<file path="config.mk">
export PLATFORM = sky130hd
export DESIGN_NAME = fs_serial_sub_flat
export DESIGN_NICKNAME = d
export VERILOG_FILES = /design/src/rtl/fs_serial_sub_if.sv /design/src/rtl/fs_serial_sub.sv /design/src/flat_wrapper.sv
export SDC_FILE = /design/constraint.sdc
export NUM_CORES = 1
export LEC_CHECK = 0
export CAP_MARGIN = 20
export CORE_MARGIN = 5
export CORE_UTILIZATION = 39
export CTS_BUF_LIST = sky130_fd_sc_hd__clkbuf_4 sky130_fd_sc_hd__clkbuf_8 sky130_fd_sc_hd__clkbuf_16
export CTS_CLUSTER_SIZE = 30
export DETAILED_ROUTE_END_ITERATION = 12
export GPL_TIMING_DRIVEN = 0
export PLACE_DENSITY_LB_ADDON = 0.2
export SYNTH_ARGS = -nofsm -noshare
export SYNTH_HDL_FRONTEND = slang
export SYNTH_SLANG_ARGS = --single-unit
</file>
<file path="constraint.sdc">
create_clock -name clk -period 3.62 [get_ports clk]
set_input_delay 0.724 -clock clk [delete_from_list [all_inputs] [get_ports clk]]
set_output_delay 0.724 -clock clk [all_outputs]
set_load 0.05 [all_outputs]
</file>
<file path="src/rtl/fs_serial_sub_if.sv">
// Start/busy/done handshake and operand/result bus for fs_serial_sub.
// The overflow flag V exists only when FS_SERIAL_OVF_EN is defined.
interface fs_serial_sub_if #(
  parameter int unsigned WIDTH = 8
);
  logic             start;
  logic [WIDTH-1:0] X;
  logic [WIDTH-1:0] Y;
  logic             Bin;
  logic             busy;
  logic             done;
  logic [WIDTH-1:0] D;
  logic             Bout;
`ifdef FS_SERIAL_OVF_EN
  logic             V;

  modport master (output start, X, Y, Bin, input busy, done, D, Bout, V);
  modport slave  (input start, X, Y, Bin, output busy, done, D, Bout, V);
`else
  modport master (output start, X, Y, Bin, input busy, done, D, Bout);
  modport slave  (input start, X, Y, Bin, output busy, done, D, Bout);
`endif
endinterface

</file>
<file path="src/rtl/fs_serial_sub.sv">
// Bit-serial full subtractor D = X - Y - Bin, LSB first, one bit per clock.
// Define FS_SERIAL_OVF_EN to add the signed overflow flag V.
module fs_serial_sub #(
  parameter int unsigned WIDTH = 8
) (
  input  logic           clk,
  input  logic           rst_n,
  fs_serial_sub_if.slave bus
);
  localparam int unsigned CW = (WIDTH > 1) ? $clog2(WIDTH) : 1;

  typedef enum logic {IDLE, SHIFT} state_e;

  state_e           state_q, state_d;
  logic [WIDTH-1:0] x_sh_q, x_sh_d;
  logic [WIDTH-1:0] y_sh_q, y_sh_d;
  logic [WIDTH-1:0] res_q, res_d;
  logic [WIDTH-1:0] d_q, d_d;
  logic [CW-1:0]    cnt_q, cnt_d;
  logic             brw_q, brw_d;
  logic             busy_q, busy_d;
  logic             done_q, done_d;
  logic             bout_q, bout_d;
  logic             xm_q, xm_d;
  logic             ym_q, ym_d;
  logic             v_q, v_d;
  logic             d_bit_c;
  logic             b_next_c;
  logic [WIDTH-1:0] res_next_c;

  // Single full-subtractor cell operating on the current LSBs.
  always_comb begin
    d_bit_c    = x_sh_q[0] ^ y_sh_q[0] ^ brw_q;
    b_next_c   = (~x_sh_q[0] & y_sh_q[0]) | (brw_q & (~x_sh_q[0] | y_sh_q[0]));
    res_next_c = {d_bit_c, res_q[WIDTH-1:1]};
  end

  always_comb begin
    state_d = state_q;
    x_sh_d  = x_sh_q;
    y_sh_d  = y_sh_q;
    res_d   = res_q;
    d_d     = d_q;
    cnt_d   = cnt_q;
    brw_d   = brw_q;
    busy_d  = busy_q;
    done_d  = 1'b0;
    bout_d  = bout_q;
    xm_d    = xm_q;
    ym_d    = ym_q;
    v_d     = v_q;
    case (state_q)
      IDLE: begin
        if (bus.start) begin
          x_sh_d  = bus.X;
          y_sh_d  = bus.Y;
          brw_d   = bus.Bin;
          xm_d    = bus.X[WIDTH-1];
          ym_d    = bus.Y[WIDTH-1];
          cnt_d   = '0;
          busy_d  = 1'b1;
          state_d = SHIFT;
        end
      end
      SHIFT: begin
        x_sh_d = x_sh_q >> 1;
        y_sh_d = y_sh_q >> 1;
        res_d  = res_next_c;
        brw_d  = b_next_c;
        cnt_d  = cnt_q + CW'(1);
        // Last bit: publish result; the operand MSBs were captured at accept.
        if (cnt_q == CW'(WIDTH - 1)) begin
          d_d     = res_next_c;
          bout_d  = b_next_c;
          v_d     = (xm_q ^ ym_q) & (xm_q ^ d_bit_c);
          done_d  = 1'b1;
          busy_d  = 1'b0;
          state_d = IDLE;
        end
      end
      default: state_d = IDLE;
    endcase
  end

  always_ff @(posedge clk or negedge rst_n) begin
    if (!rst_n) begin
      state_q <= IDLE;
      x_sh_q  <= '0;
      y_sh_q  <= '0;
      res_q   <= '0;
      d_q     <= '0;
      cnt_q   <= '0;
      brw_q   <= 1'b0;
      busy_q  <= 1'b0;
      done_q  <= 1'b0;
      bout_q  <= 1'b0;
      xm_q    <= 1'b0;
      ym_q    <= 1'b0;
      v_q     <= 1'b0;
    end else begin
      state_q <= state_d;
      x_sh_q  <= x_sh_d;
      y_sh_q  <= y_sh_d;
      res_q   <= res_d;
      d_q     <= d_d;
      cnt_q   <= cnt_d;
      brw_q   <= brw_d;
      busy_q  <= busy_d;
      done_q  <= done_d;
      bout_q  <= bout_d;
      xm_q    <= xm_d;
      ym_q    <= ym_d;
      v_q     <= v_d;
    end
  end

  assign bus.busy = busy_q;
  assign bus.done = done_q;
  assign bus.D    = d_q;
  assign bus.Bout = bout_q;
`ifdef FS_SERIAL_OVF_EN
  assign bus.V    = v_q;
`else
  logic unused_ovf_c;
  assign unused_ovf_c = v_q;
`endif
endmodule

</file>
<file path="src/flat_wrapper.sv">
// flat-port wrapper written by rule: the top's interface ports become plain ports
module fs_serial_sub_flat 
#(
  parameter int unsigned WIDTH = 8
)
  (clk, rst_n, bus_start, bus_X, bus_Y, bus_Bin, bus_busy, bus_done, bus_D, bus_Bout);
  fs_serial_sub_if #(.WIDTH(WIDTH)) bus_i ();
  input  logic clk;
  input  logic rst_n;
  input wire logic [$bits(bus_i.start)-1:0] bus_start;
  input wire logic [$bits(bus_i.X)-1:0] bus_X;
  input wire logic [$bits(bus_i.Y)-1:0] bus_Y;
  input wire logic [$bits(bus_i.Bin)-1:0] bus_Bin;
  output wire logic [$bits(bus_i.busy)-1:0] bus_busy;
  output wire logic [$bits(bus_i.done)-1:0] bus_done;
  output wire logic [$bits(bus_i.D)-1:0] bus_D;
  output wire logic [$bits(bus_i.Bout)-1:0] bus_Bout;
  assign bus_i.start = bus_start;
  assign bus_i.X = bus_X;
  assign bus_i.Y = bus_Y;
  assign bus_i.Bin = bus_Bin;
  assign bus_busy = bus_i.busy;
  assign bus_done = bus_i.done;
  assign bus_D = bus_i.D;
  assign bus_Bout = bus_i.Bout;
  fs_serial_sub #(.WIDTH(WIDTH)) u_core (.clk(clk), .rst_n(rst_n), .bus(bus_i));
endmodule
</file>
==> metrics.txt, run 1 <==
fin area 2180 um2; initial antenna violation count 0; Crit path depth 1; reg-to-reg slack, setup 2180 ps; register cell area after layout 976 um2; Int Pwr 1.27 mW; Worst-Skew Late Latency 290 ps; final worst path period need 2180 ps; Final period util 0.603; Final Hold Fails 0; num rows 24; Area after DPL 2060 um2; I/O pin count 31; Synth Cell Area 1710 um2; drt total wl 2.88 mm; syn_nets 152; switching share of power 0.361; PD cells 909 nW/um2; Simple-Gate Fraction of Synth Area 0.0533; post-CTS setup buffers 0; GP Congestion 0.755; CP Buf/Inv Count 1; Netlist cell types 19; worst-path maximum fanout 3; Slew headroom 0.440; critical path, cell by cell clkdlybuf4s50_1; Max Clk Rate 458 MHz; Worst EP arrival 1460 ps; final setup vio count 0; R2R Path End u_core.bus.D[2]; crit path capture type output pin; vias post-DR 1052; register bit total from synthesis 39; hold_buf cts 0; Post-DP HPWL 2.05 mm; total global-route track usage 0.111; Worst Tran Pin Value 840 ps; TritonCTS Buffers 5; total grt overflow 0; Psw 0.716 mW; Yosys warnings 0; die width 76.3 um; crit path launch type flop; Setup Skew 3.28 ps; Reg power frac 0.372; post-CTS resize count 0; Mean Syn Cell Area 13.4 um2; worst hold path class reg -> reg; register area share after synthesis 0.570; initial core utilization 0.399; chip height 76.3 um; DR DRC count 0; RSZ-0062 raised after global routing false; NumNets Final 188; Synth Area in XOR/XNOR 0; CTS clk-pin slew, worst paths 70 ps; Util after Layout 0.508; Worst Hold Slack 488 ps; Clk pwr share 0.187; R2R depth 4; commonest non-fill, non-tap cell in the layout dfrtp_1; Setup crit end bus_busy; Final ANT Viol Nets 0; post-synthesis compound-gate area fraction 0.0606; r2r startpoint u_core.cnt_q[0]; start point of the critical path u_core.bus.busy; port bufs 29; post-synthesis mux area share 0.232; Req. time, crit path 2900 ps; largest net degree at the start of global routing 40; filler cell count 401; wire per inst 13.3 um; CTS sink count 39; WS Path Type reg -> out; CP peak stage delay 810 ps; Leak 1.05 nW; area growth from synthesis to layout 27.3%; Fin Setup TNS 0 ps; Slew Limit Fails 0; Core Area 4290 um2; total of max-cap violations 0; first-pass GRT wire length 5.15 mm; share of layout cells above drive strength 1 0.194; share of total power in combinational logic 0.441; combinational family with the most area after synthesis multiplexers; Max rail drop VDD 245 uV; vias in the first global route 1117; CTS tree yes; Bufs on Longest Clock Path 2; drt first pass iters 4; status complete, no violations; ant diodes 0; CP max stage cell clkdlybuf4s50_1; post-synthesis cell count 128; DR vias/cell 4.85; initial DRC count 38; Adder-Cell Fraction of Synth Area 0.0336; CTS root buf clkbuf_8; area occupied by multi-input gates 649 um2; H-tree levels 2; Die Area 5820 um2; most frequent cells in the layout dfrtp_1 (39), clkdlybuf4s50_1 (28), mux2i_1 (19); CP delay by family, top buffers and inverters
-- per-layer routing --
layer  global-route usage  part of all wire
met4               0.0629             0.025
met2                0.166              0.49
met1                0.140              0.43
met5                    0                 0
met3               0.0366             0.056
-- cell usage after synthesis --
cell / n / area (um2)
dfrtp_1: 39 / 976
mux2i_1: 19 / 190
nand2_1: 15 / 56.3
mux2_4: 10 / 150
o21ai_0: 8 / 40.0
o21ai_1: 7 / 35.0
inv_1: 5 / 18.8
mux2_2: 5 / 56.3
nor2_1: 4 / 15.0
buf_6: 3 / 33.8
ha_1: 3 / 37.5
a22o_1: 2 / 17.5
buf_2: 2 / 10.0
a21oi_1: 1 / 5.00
buf_12: 1 / 20.0
clkbuf_2: 1 / 5.00
fa_1: 1 / 20.0
nand2_8: 1 / 20.0
o22ai_1: 1 / 6.26
-- power groups by stage --
stage                     Combinational [mW]  Clock (mW)  Sequential, mW
after floorplan                        0.455           0           0.935
after global placement                 0.873           0           0.743
after detailed placement               0.888           0           0.750
after CTS                              0.890       0.382           0.742
after global routing                   0.948       0.400           0.768
final                                  0.874       0.370           0.737
-- how the worst min path moves through the flow --
stage | start | endpoint | slack [ps] | depth (start not counted)
2_1_floorplan | rst_n | u_core.brw_q | 430 | 0
3_3_place_gp | u_core.y_sh_q[7] | u_core.y_sh_q[6] | 470 | 2
3_5_place_dp | u_core.x_sh_q[1] | u_core.x_sh_q[0] | 480 | 2
4_1_cts | u_core.x_sh_q[1] | u_core.x_sh_q[0] | 500 | 2
5_1_grt | u_core.bus.D[1] | u_core.bus.D[1] | 520 | 1
6_report | u_core.x_sh_q[4] | u_core.x_sh_q[3] | 490 | 2
-- final cells by class --
class,instances,share of cell area
buffer,7,0.0316
clock buffer,6,0.0379
clock inverter,2,0.0161
inverter,5,0.00861
multi-input combinational,77,0.298
sequential,39,0.448
tap,52,0.0298
timing repair buffer,29,0.131
-- registers in the layout, summed over array words and instances, names as in the netlist --
register	flops
u_core.res_q	7
u_core.state_q	1
u_core.x_sh_q	8
u_core.bus.D	8
u_core.cnt_q	3
u_core.bus.Bout	1
u_core.y_sh_q	8
u_core.bus.done	1
u_core.brw_q	1
u_core.bus.busy	1
-- per-stage QoR --
stage	setup WS, ps	instances	power, mW
after floorplan	2240	128	1.39
after global placement	942	209	1.62
after detailed placement	1750	209	1.64
after CTS	1420	217	2.01
after global routing	1380	217	2.12
final	1440	217	1.98
-- worst reg2reg max path, delay by kind of cell, from the launching register on --
kind / cells / cell delay, ps
fa+ha+maj: 2 / 480
simple gates: 1 / 150
mux: 1 / 310
flops: 1 / 390
-- cell families after synthesis --
family | after synthesis
mux | 34
buf+inv | 12
flops | 39
fa+ha+maj | 4
simple gates | 20
compound gates | 19
(Power assumes the default switching activity.)
==> inputs of run 2 (changes only) <==
==> constraint.sdc (replaced) <==
create_clock -name clk -period 1.9 [get_ports clk]
set_input_delay 0.38 -clock clk [delete_from_list [all_inputs] [get_ports clk]]
set_output_delay 0.38 -clock clk [all_outputs]
set_load 0.05 [all_outputs]
==> run 2 against run 1 <==
Routed wire length grew 0.14%. Critical endpoint is now bus_D[5]. Sequential power grew 90%. Critical path depth unchanged. First-iteration DRC count stayed put. Hold slack lost 300 ps. Global-route usage is the same. Die area did not move. Sequential cell count unchanged. Via count unchanged. Design area is 0.11% higher. Core utilization grew 0.058 points. Clock-buffer cell count stayed put.
==> metrics.txt, run 2 (synthesized netlist as in run 1, its figures left out) <==
wire per inst 13.3 um (+0.14%); commonest non-fill, non-tap cell in the layout dfrtp_1; Req. time, crit path 1520 ps (-1380 ps); initial core utilization 0.399 (unchanged); DR vias/cell 4.85 (unchanged); die width 76.3 um (unchanged); CTS clk-pin slew, worst paths 70 ps (about the same); Final period util 0.963; Post-DP HPWL 2.05 mm (unchanged); share of layout cells above drive strength 1 0.194 (unchanged); chip height 76.3 um (unchanged); first-pass GRT wire length 5.15 mm (unchanged); setup slack after layout 70.5 ps (-1370 ps); most frequent cells in the layout dfrtp_1 (39), clkdlybuf4s50_1 (27), mux2i_1 (19); CTS sink count 39 (unchanged); area growth from synthesis to layout 27.5%; critical path, cell by cell clkdlybuf4s50_1; total power 3.77 mW (+90%); total global-route track usage 0.111 (unchanged); Slew headroom 0.440 (unchanged); final worst path period need 1830 ps; register cell area after layout 976 um2 (unchanged); total grt overflow 0 (unchanged); PD cells 1730 nW/um2 (+90%); initial DRC count 38 (unchanged); drt total wl 2.88 mm (+0.14%); area occupied by multi-input gates 649 um2 (unchanged); RSZ-0062 raised after global routing false; Max Clk Rate 547 MHz; final setup vio count 0 (unchanged); Leak 1.06 nW (+0.64%); CP delay by family, top buffers and inverters; I/O pin count 31 (unchanged); TritonCTS Buffers 5 (unchanged); fin area 2180 um2 (+0.11%); Area after DPL 2060 um2 (unchanged); status complete, no violations; Worst-Skew Late Latency 290 ps (about the same); largest net degree at the start of global routing 40 (unchanged); Final Hold Fails 0 (unchanged); port bufs 29 (unchanged); Worst EP arrival 1450 ps (about the same); crit path launch type flop; reg-to-reg slack, setup 460 ps (-1720 ps); pre-CTS setup slack 369 ps (-1380 ps); worst hold path class in -> async; CTS root buf clkbuf_8; initial antenna violation count 0 (unchanged); R2R Path End u_core.bus.D[2]; H-tree levels 2 (unchanged); Util after Layout 0.508 (+0.000583); GP Congestion 0.755 (unchanged); r2r startpoint u_core.cnt_q[0]; Worst Tran Pin Value 840 ps (unchanged); WS Path Type reg -> out; worst-path maximum fanout 2 (-1); crit path capture type output pin; Slew Limit Fails 0 (unchanged); Core Area 4290 um2 (unchanged); vias in the first global route 1117 (unchanged); Final ANT Viol Nets 0 (unchanged); Bufs on Longest Clock Path 2 (unchanged); ant diodes 0 (unchanged); num rows 24 (unchanged); Max rail drop VDD 466 uV (+91%); Die Area 5820 um2 (unchanged); CTS tree yes; drt first pass iters 4 (unchanged); filler cell count 400 (-0.25%); CP peak stage delay 800 ps (about the same); DR DRC count 0 (unchanged); R2R depth 4 (unchanged); NumNets Final 188 (unchanged); start point of the critical path u_core.bus.D[5]; CP Buf/Inv Count 1 (unchanged); total of max-cap violations 0 (unchanged); CP max stage cell clkdlybuf4s50_1; vias post-DR 1052 (unchanged); Setup Skew 3.28 ps (-0.0000300 ps)
[run 2: cell count changes in the layout (fill, tap and decap cells not counted)]
cell             before  now
clkdlybuf4s50_1      28   27
dlymetal6s2s_1        0    1
[run 2: timing repair]
item,in CTS,in global routing
endpoints found under the setup margin,0,1
buffers inserted,0,0
resized for setup,0,1
hold buffers,0,0
[run 2: cell type report]
class / count / area share
plain buffers: 7 / 0.0315
clock buffers: 6 / 0.0378
clock inverters: 2 / 0.0160
inverters: 5 / 0.00860
multi-input cells: 77 / 0.297
flip-flops and latches: 39 / 0.447
well taps: 52 / 0.0298
repair buffers: 29 / 0.132
[run 2: worst max path at each step]
stage | cells past startpoint | slack [ps] | to
2_1_floorplan | 4 | 520 | u_core.bus.Bout
3_3_place_gp | 1 | -430 | u_core.x_sh_q[7]
4_1_cts | 1 | 40 | bus_busy
5_1_grt | 1 | 20 | bus_D[5]
6_report | 1 | 70 | bus_D[5]
3_5_place_dp | 1 | 370 | bus_busy
[run 2: through the flow]
stage	instances	setup TNS, ps	hold WS (ps)
6_report	217	0	184
5_1_grt	217	0	276
4_1_cts	217	0	217
3_5_place_dp	209	0	479
3_3_place_gp	209	-16860	465
2_1_floorplan	128	0	84.4
[run 2: layer usage]
| metal | up-vias | routed length, um | track usage |
|---|---|---|---|
| met5 | - | 0 | 0 |
| met3 | 7 | 162 | 0.0366 |
| met4 | 0 | 72 | 0.0629 |
| li1 | 506 | - | - |
| met1 | 507 | 1250 | 0.140 |
| met2 | 32 | 1400 | 0.166 |
[run 2: report_power, final]
group,switching (mW),internal [mW]
Combinational,0.881,0.785
Sequential,0.204,1.20
Clock,0.280,0.425
Total,1.36,2.41
==> inputs of run 3 (changes only) <==
==> constraint.sdc (replaced) <==
create_clock -name clk -period 1.8 [get_ports clk]
set_input_delay 0.36 -clock clk [delete_from_list [all_inputs] [get_ports clk]]
set_output_delay 0.36 -clock clk [all_outputs]
set_load 0.05 [all_outputs]
==> run 3 against run 2 <==
Total power rose by 3.3%. Non-clock buffer count did not move. Design area fell by 0.57%. Global-route usage did not move. Clock skew barely moved. Critical path depth did not move. Clock power rose by 5.5%. First-iteration DRC count did not move. Via count did not move. Register-to-register slack got worse by 100 ps. Cell count did not move.
==> metrics.txt, run 3 (synthesized netlist as in run 1, its figures left out) <==
total of max-cap violations 0 (unchanged); CP Buf/Inv Count 1 (unchanged); wire per inst 13.3 um (about the same); R2R depth 4 (unchanged); post-CTS setup buffers 0 (unchanged); CP peak stage delay 530 ps (-270 ps); non-filler cells, final 217 (unchanged); final worst path period need 1540 ps; share of total power in combinational logic 0.431 (-0.010); WS Path Type reg -> out; Util after Layout 0.506 (-0.00291); Worst EP arrival 1180 ps (-270 ps); Reg power frac 0.379 (+0.007); Final ANT Viol Nets 0 (unchanged); hold_buf cts 0 (unchanged); vias post-DR 1052 (unchanged); critical path, cell by cell dlygate4sd2_1; Psw 1.44 mW (+5.2%); Core Area 4290 um2 (unchanged); chip height 76.3 um (unchanged); Setup Skew 3.28 ps (+0.0000300 ps); CTS root buf clkbuf_8; first-pass GRT wire length 5.15 mm (unchanged); R2R Path End u_core.bus.D[2]; Bufs on Longest Clock Path 2 (unchanged); start point of the critical path u_core.bus.busy; CP max stage cell dlygate4sd2_1; Final period util 0.857; Max Clk Rate 648 MHz; Crit path depth 1 (unchanged); GP Congestion 0.755 (unchanged); r2r startpoint u_core.cnt_q[0]; Leak 1.08 nW (+2.7%); ant diodes 0 (unchanged); Req. time, crit path 1440 ps (-80 ps); status complete, no violations; num rows 24 (unchanged); Worst Tran Pin Value 840 ps (-0.00143 ps); H-tree levels 2 (unchanged); vias in the first global route 1117 (unchanged); final setup vio count 0 (unchanged); Max rail drop VDD 490 uV (+5.0%); Die Area 5820 um2 (unchanged); CTS clk-pin slew, worst paths 70 ps (about the same); I/O pin count 31 (unchanged); Area after DPL 2060 um2 (unchanged); Slew Limit Fails 0 (unchanged); most frequent cells in the layout dfrtp_1 (39), mux2i_1 (19), clkdlybuf4s50_1 (17); Clk pwr share 0.191 (+0.004); Worst-Skew Late Latency 290 ps (about the same); Int Pwr 2.46 mW (+2.3%); total power 3.90 mW (+3.3%); crit path launch type flop; worst-path maximum fanout 3 (+1); initial core utilization 0.399 (unchanged); Final Hold Fails 0 (unchanged); NumNets Final 188 (unchanged); Setup crit end bus_busy; Post-DP HPWL 2.05 mm (unchanged); share of layout cells above drive strength 1 0.194 (unchanged); switching share of power 0.368 (+0.00663); drt total wl 2.88 mm (about the same); CTS sink count 39 (unchanged); fin area 2170 um2 (-0.57%); commonest non-fill, non-tap cell in the layout dfrtp_1; area growth from synthesis to layout 26.7%; Slew headroom 0.440 (unchanged); total grt overflow 0 (unchanged); worst hold path class in -> async; initial antenna violation count 0 (unchanged); CTS tree yes; DR vias/cell 4.85 (unchanged); TritonCTS Buffers 5 (unchanged); CP delay by family, top buffers and inverters; total global-route track usage 0.111 (unchanged); reg-to-reg slack, setup 360 ps (-100 ps); PD cells 1800 nW/um2 (+3.9%); pre-CTS setup slack 289 ps (-80.0 ps); die width 76.3 um (unchanged); initial DRC count 38 (unchanged); largest net degree at the start of global routing 40 (unchanged); RSZ-0062 raised after global routing false; setup slack after layout 258 ps (+187 ps); drt first pass iters 4 (unchanged); DR DRC count 0 (unchanged); port bufs 29 (unchanged); placed cell count 209 (unchanged); crit path capture type output pin
## run 3: power groups by stage
| stage | clock (mW) | combinational (mW) | sequential [mW] |
|---|---|---|---|
| 4_1_cts | 0.769 | 1.71 | 1.49 |
| 2_1_floorplan | 0 | 0.915 | 1.88 |
| 6_report | 0.743 | 1.68 | 1.48 |
| 3_3_place_gp | 0 | 1.76 | 1.49 |
| 3_5_place_dp | 0 | 1.79 | 1.51 |
| 5_1_grt | 0.805 | 1.83 | 1.54 |
## run 3: metal layers
layer  up-vias  routed length (um)  part of all wire  track usage
li1        506                   -                 -            -
met1       507                1250              0.43        0.140
met2        32                1400              0.48        0.166
met3         7                 167             0.058       0.0366
met4         0                  72             0.025       0.0629
met5         -                   0                 0            0
## run 3: final cells by class
| class | count | area [um2] |
|---|---|---|
| Fill cell | 407 | 2120 |
| Sequential cell | 39 | 976 |
| Multi-Input combinational cell | 77 | 649 |
| Timing Repair Buffer | 29 | 275 |
| Clock buffer | 6 | 82.6 |
| Buffer | 7 | 68.8 |
| Tap cell | 52 | 65.1 |
| Clock inverter | 2 | 35.0 |
| Inverter | 5 | 18.8 |
## run 3: what timing repair did
action                     4_1_cts  5_1_grt
resized for setup               10        1
setup endpoints to repair       10        1
pin swaps                        0        0
## run 3: worst min-delay path by stage
| stage | startpoint | to | slack (ps) | depth (start not counted) |
|---|---|---|---|---|
| after global routing | rst_n | u_core.brw_q | 260 | 1 |
| after CTS | rst_n | u_core.brw_q | 200 | 1 |
| after detailed placement | u_core.x_sh_q[1] | u_core.x_sh_q[0] | 480 | 2 |
| after global placement | u_core.y_sh_q[7] | u_core.y_sh_q[6] | 470 | 2 |
| final | rst_n | u_core.bus.done | 160 | 1 |
| after floorplan | rst_n | u_core.brw_q | 60 | 0 |
## run 3: through the flow
stage | TNS (ps) | hold WS [ps]
after floorplan | 0 | 64.4
after global placement | -19980 | 465
after detailed placement | 0 | 479
after CTS | 0 | 197
after global routing | 0 | 256
final | 0 | 164
